## src/rtl/dcf77_frame_encoder.sv

```systemverilog
// DCF77 time-code transmitter: one 59-bit BCD frame per minute as carrier-reduction pulses.
// Latency 1 cycle from the internal tick/second counters to all outputs; no backpressure (free-running while enabled).
module dcf77_frame_encoder #(
    parameter int unsigned FREQUENCY = 10000000,
    parameter int unsigned SHORT_MS  = 100,
    parameter int unsigned LONG_MS   = 200
) (
    input  logic       clk,
    input  logic       nReset,
    input  logic       ENABLE_in,
    input  logic [6:0] MINUTE_in,
    input  logic [5:0] HOUR_in,
    input  logic [5:0] DAY_in,
    input  logic [2:0] WEEKDAY_in,
    input  logic [4:0] MONTH_in,
    input  logic [7:0] YEAR_in,
    input  logic       DST_in,
    output logic       DCF_SIGNAL_out,
    output logic [5:0] SECOND_out,
    output logic       SEC_TICK_out,
    output logic       FRAME_DONE_out
);
    localparam int unsigned   TW          = (FREQUENCY > 1) ? $clog2(FREQUENCY) : 1;
    localparam logic [TW-1:0] TICK_LAST   = TW'(FREQUENCY - 1);
    localparam logic [TW-1:0] SHORT_TICKS = TW'((64'(FREQUENCY) * 64'(SHORT_MS)) / 64'd1000);
    localparam logic [TW-1:0] LONG_TICKS  = TW'((64'(FREQUENCY) * 64'(LONG_MS)) / 64'd1000);
    localparam logic [5:0]    SEC_MARKER  = 6'd59;

    logic [TW-1:0] tick_q, tick_d;
    logic [5:0]    sec_q, sec_d;
    logic [58:0]   frame_q, frame_d;
    logic          dcf_q, dcf_d;
    logic [5:0]    second_q, second_d;
    logic          sec_tick_q, sec_tick_d;
    logic          frame_done_q, frame_done_d;

    logic [58:0]   frame_new;
    logic [63:0]   frame_pad;
    logic          bit_val;
    logic [TW-1:0] pulse_width;

    always_comb begin
        frame_new        = '0;
        frame_new[17]    = DST_in;
        frame_new[18]    = ~DST_in;
        frame_new[20]    = 1'b1;
        frame_new[27:21] = MINUTE_in;
        frame_new[28]    = ^MINUTE_in;
        frame_new[34:29] = HOUR_in;
        frame_new[35]    = ^HOUR_in;
        frame_new[41:36] = DAY_in;
        frame_new[44:42] = WEEKDAY_in;
        frame_new[49:45] = MONTH_in;
        frame_new[57:50] = YEAR_in;
        frame_new[58]    = ^{DAY_in, WEEKDAY_in, MONTH_in, YEAR_in};
    end

    always_comb begin
        tick_d       = tick_q;
        sec_d        = sec_q;
        frame_d      = frame_q;
        dcf_d        = 1'b1;
        second_d     = '0;
        sec_tick_d   = 1'b0;
        frame_done_d = 1'b0;
        // Padding keeps the per-second bit select in range for sec 59..63.
        frame_pad    = {5'b0, frame_q};
        bit_val      = frame_pad[sec_q];
        pulse_width  = bit_val ? LONG_TICKS : SHORT_TICKS;

        if (ENABLE_in) begin
            if (tick_q == TICK_LAST) begin
                tick_d = '0;
                sec_d  = (sec_q == SEC_MARKER) ? 6'd0 : sec_q + 6'd1;
            end else begin
                tick_d = tick_q + TW'(1);
            end
            // Bit 0 is always 0, so sec 0 may read the previous frame in its latch cycle.
            if (tick_q == '0 && sec_q == '0) begin
                frame_d = frame_new;
            end
            dcf_d        = !((sec_q != SEC_MARKER) && (tick_q < pulse_width));
            second_d     = sec_q;
            sec_tick_d   = (tick_q == '0);
            frame_done_d = (sec_q == SEC_MARKER) && (tick_q == TICK_LAST);
        end else begin
            tick_d = '0;
            sec_d  = '0;
        end
    end

    always_ff @(posedge clk or negedge nReset) begin
        if (!nReset) begin
            tick_q       <= '0;
            sec_q        <= '0;
            frame_q      <= '0;
            dcf_q        <= 1'b1;
            second_q     <= '0;
            sec_tick_q   <= 1'b0;
            frame_done_q <= 1'b0;
        end else begin
            tick_q       <= tick_d;
            sec_q        <= sec_d;
            frame_q      <= frame_d;
            dcf_q        <= dcf_d;
            second_q     <= second_d;
            sec_tick_q   <= sec_tick_d;
            frame_done_q <= frame_done_d;
        end
    end

    assign DCF_SIGNAL_out = dcf_q;
    assign SECOND_out     = second_q;
    assign SEC_TICK_out   = sec_tick_q;
    assign FRAME_DONE_out = frame_done_q;

endmodule

```

## config.mk

```make
export PLATFORM = sky130hd
export DESIGN_NAME = dcf77_frame_encoder
export DESIGN_NICKNAME = d
export VERILOG_FILES = /design/src/rtl/dcf77_frame_encoder.sv
export SDC_FILE = /design/constraint.sdc
export NUM_CORES = 1
export LEC_CHECK = 0
export CAP_MARGIN = 0
export CORE_UTILIZATION = 44
export CTS_CLUSTER_SIZE = 8
export DETAILED_ROUTE_END_ITERATION = 8
export GPL_TIMING_DRIVEN = 0
export PLACE_DENSITY = 0.62
export SETUP_SLACK_MARGIN = 0.3
export SLEW_MARGIN = 20
export SYNTH_ARGS = -nofsm -noshare
export SYNTH_HDL_FRONTEND = slang
export SYNTH_SLANG_ARGS = --single-unit
```

## constraint.sdc

```tcl
create_clock -name clk -period 4.2 [get_ports clk]
set_clock_uncertainty 0.05 [all_clocks]
set_input_delay 1.26 -clock clk [delete_from_list [all_inputs] [get_ports clk]]
set_output_delay 1.26 -clock clk [all_outputs]
set_load 0.05 [all_outputs]
```

==> impl_results.md <==
* Outcome: completed
* CTS tree: built
* Worst min-delay path class: reg -> reg
* Synth top area cells: dfrtp_1 46%, mux2_2 9.8%, xnor2_1 7.2%
* CTS Hold Bufs at 0
* Starting Density at 45.8%
* Critical path cell sequence: buf_2 -> buf_2 -> mux2i_1 -> a22oi_1 -> nand3_1 -> o21ai_0 -> nor3_2 -> inv_1 -> ha_1 -> o41a_1 -> o21ai_0 -> o211ai_1 -> a221o_1 -> a21oi_1 -> o21ai_0
* Final Hold Fails at 0
* CP most frequent cell: o21ai_0
* Pleak at 2.08 nW
* Setup CP Type: reg -> reg
* Crit path max fanout at 10
* Post-route cell area at 5160 µm²
* Library cells used by synthesis at 49
* Die Y at 101 µm
* Layout cells sized above 1 at 15.7%
* Num CTS Buffers at 9
* Finished Core Util at 55.3%
* Drt pass-1 iters at 4
* FFs w/ async S/R, synth at 100%
* Number of synthesized flops with an enable pin at 0
* Post-route setup TNS at 0 ps
* Slew @ Worst Pin at 827 ps
* Peak Freq at 278 MHz
* Crit-path slowest cell: nor3_2
* Final Wtd Congestion at 0.811
* Vias at 3,082
* Critical Path Max Stage Delay at 390 ps
* Required time of the critical path at 4410 ps
* Syn Nets at 445
* Critical path launch point type: flop
* Share of the synthesized area in the top cell type at 46.3%
* Clock root buffer: clkbuf_8
* Final period utilization at 85.8%
* Pin count of the biggest net entering global routing at 42
* ANT nets after route at 0
* Post-DP Area at 4920 µm²
* Die X-Extent at 101 µm
* Placed cell count at 572
* Layout Nets at 504
* # DRC at 0
* Number of global-route vias before repair at 2,995
* Final min period at 3600 ps
* Register bit total from synthesis at 80
* WP data arrival at 3810 ps
* Crit path capture type: flop
* Ant diodes at 0
* Vias per cell at 5.25
* 1st-iter DRT viols at 121
* Initial antenna violation count at 0
* Post-Syn Instances at 395
* Top cells by count, synth: 79 x dfrtp_1, 37 x mux2_2, 35 x xnor2_1
* Power density cells at 374 nW/µm²
* Total power at 1.93 mW
* IO buf count at 47
* Total wire length at 8900 µm
* Headroom to the max-slew limit at 44.4%
* Area Growth Syn to Fin at 20.8%
* Die area at 10,100 µm²
* First-pass GRT wire length at 15,100 µm
* DP Wirelength at 6510 µm
* Sink Count at 80
* # rows at 35
* H-tree levels at 3
* Syn Area/Cell at 10.8 µm²
* Post-Syn Area at 4270 µm²
* Final setup fails at 0
* Total gr overflow at 0
* Max-Cap Viols at 0
* Total track usage at 19.3%
* Post-CTS setup buffers at 0
* Yosys top cell by area: dfrtp_1
* Clock-pin transition on the worst setup and hold timing paths at 90 ps
* Ports at 48
* Core area at 9330 µm²
* Register area share after synthesis at 46.9%
* Worst-skew pair later-pin latency at 350 ps
* Count leader, synth: dfrtp_1
* Max Buffers Root-to-Sink at 2
* Yosys warning total at 0
* VDD IR max at 0.252 mV
* Pins Over Slew Limit at 0
* Mean routed wirelength per cell at 15.2 µm
* RSZ-0062 raised after global routing: no
* Prevailing post-synth register cell: dfrtp_1
* Post-route insts no fill at 587
==> cell type report <==
cell class | count | area, µm²
well taps | 129 | 161
inverters | 11 | 41.3
flip-flops and latches | 80 | 2000
clock buffers | 10 | 128
fillers | 848 | 4170
clock inverters | 5 | 106
repair buffers | 48 | 488
plain buffers | 16 | 90.1
multi-input cells | 288 | 2140
==> final timing paths <==
| kind | from | to | slack, ps | cells after the start |
|---|---|---|---|---|
| max in group asynchronous | nReset | DCF_SIGNAL_out | 2600 | 2 |
| max reg2reg | sec_q[0] | DCF_SIGNAL_out | 600 | 15 |
| min reg2reg | frame_q[20] | frame_q[20] | 440 | 1 |
| min | frame_q[20] | frame_q[20] | 440 | 1 |
| min in group asynchronous | nReset | frame_q[50] | 830 | 1 |
| max | sec_q[0] | DCF_SIGNAL_out | 600 | 15 |
==> state kept, by name (all words and copies together), names as in the netlist <==
register	flops
frame_q	41
tick_q	24
SECOND_out	6
sec_q	6
DCF_SIGNAL_out	1
FRAME_DONE_out	1
SEC_TICK_out	1
==> cell families after synthesis <==
| group | count (synthesis) | synth area share (%) |
|---|---|---|
| AND/OR/NAND/NOR | 130 | 16.1 |
| multiplexers | 57 | 14.4 |
| adder cells (fa/ha/maj) | 11 | 3.22 |
| XOR/XNOR | 51 | 10.5 |
| buffers and inverters | 27 | 3.05 |
| AO/OA/AOI/OAI | 39 | 5.83 |
| flip-flops | 80 | 46.9 |
==> placed cells by master (no fill, tap or decap), types with 2 or more instances in the layout <==
master	count
dfrtp_1	79
clkdlybuf4s50_1	46
mux2_2	37
xnor2_1	35
nor2_1	33
nand2_1	24
mux2i_1	20
nand3_1	16
xor2_1	16
inv_1	11
o21ai_0	11
ha_1	11
and2_1	10
and3_1	10
a21oi_1	9
clkbuf_8	9
clkbuf_1	6
buf_2	5
nor3_1	5
nand4_1	5
a22oi_1	5
buf_4	5
nor4_1	4
or3_1	4
o31ai_1	4
nand3b_1	3
bufinv_16	3
nor4b_1	2
nor2b_1	2
a211oi_1	2
==> timing repair <==
action | in CTS | in global routing
gates resized for setup | 1 | 1
endpoints found under the setup margin | 1 | 1
hold endpoints to repair | 0 | 0
==> per-stage QoR <==
stage / hold WS (ps) / setup WS (ps)
final: 436 / 598
after floorplan: 389 / 1070
after global placement: 402 / -1060
after CTS: 431 / 430
after global routing: 446 / 346
after detailed placement: 412 / 106
==> layer usage <==
layer / GRT usage, % / up-vias / share of wire (%)
li1: - / 1496 / -
met2: 28.3 / 61 / 43
met3: 4.09 / 5 / 3.8
met4: 4.01 / 0 / 0.81
met1: 29.4 / 1520 / 52
met5: 0 / - / 0
==> worst max-delay path: cells and delay by family (launching register included) <==
family | cells | cell delay (ps)
buffers and inverters | 3 | 790
and+or+nand+nor | 2 | 510
DFF | 1 | 350
AOI/OAI and AO/OA | 8 | 1180
muxes | 1 | 300
adders and majority gates | 1 | 330
==> report_power, final <==
group,internal (mW),switching (mW)
sequential,0.873,0.0522
clock,0.393,0.283
combinational,0.187,0.140
total,1.45,0.475
Power figures use the tool's default switching activity.
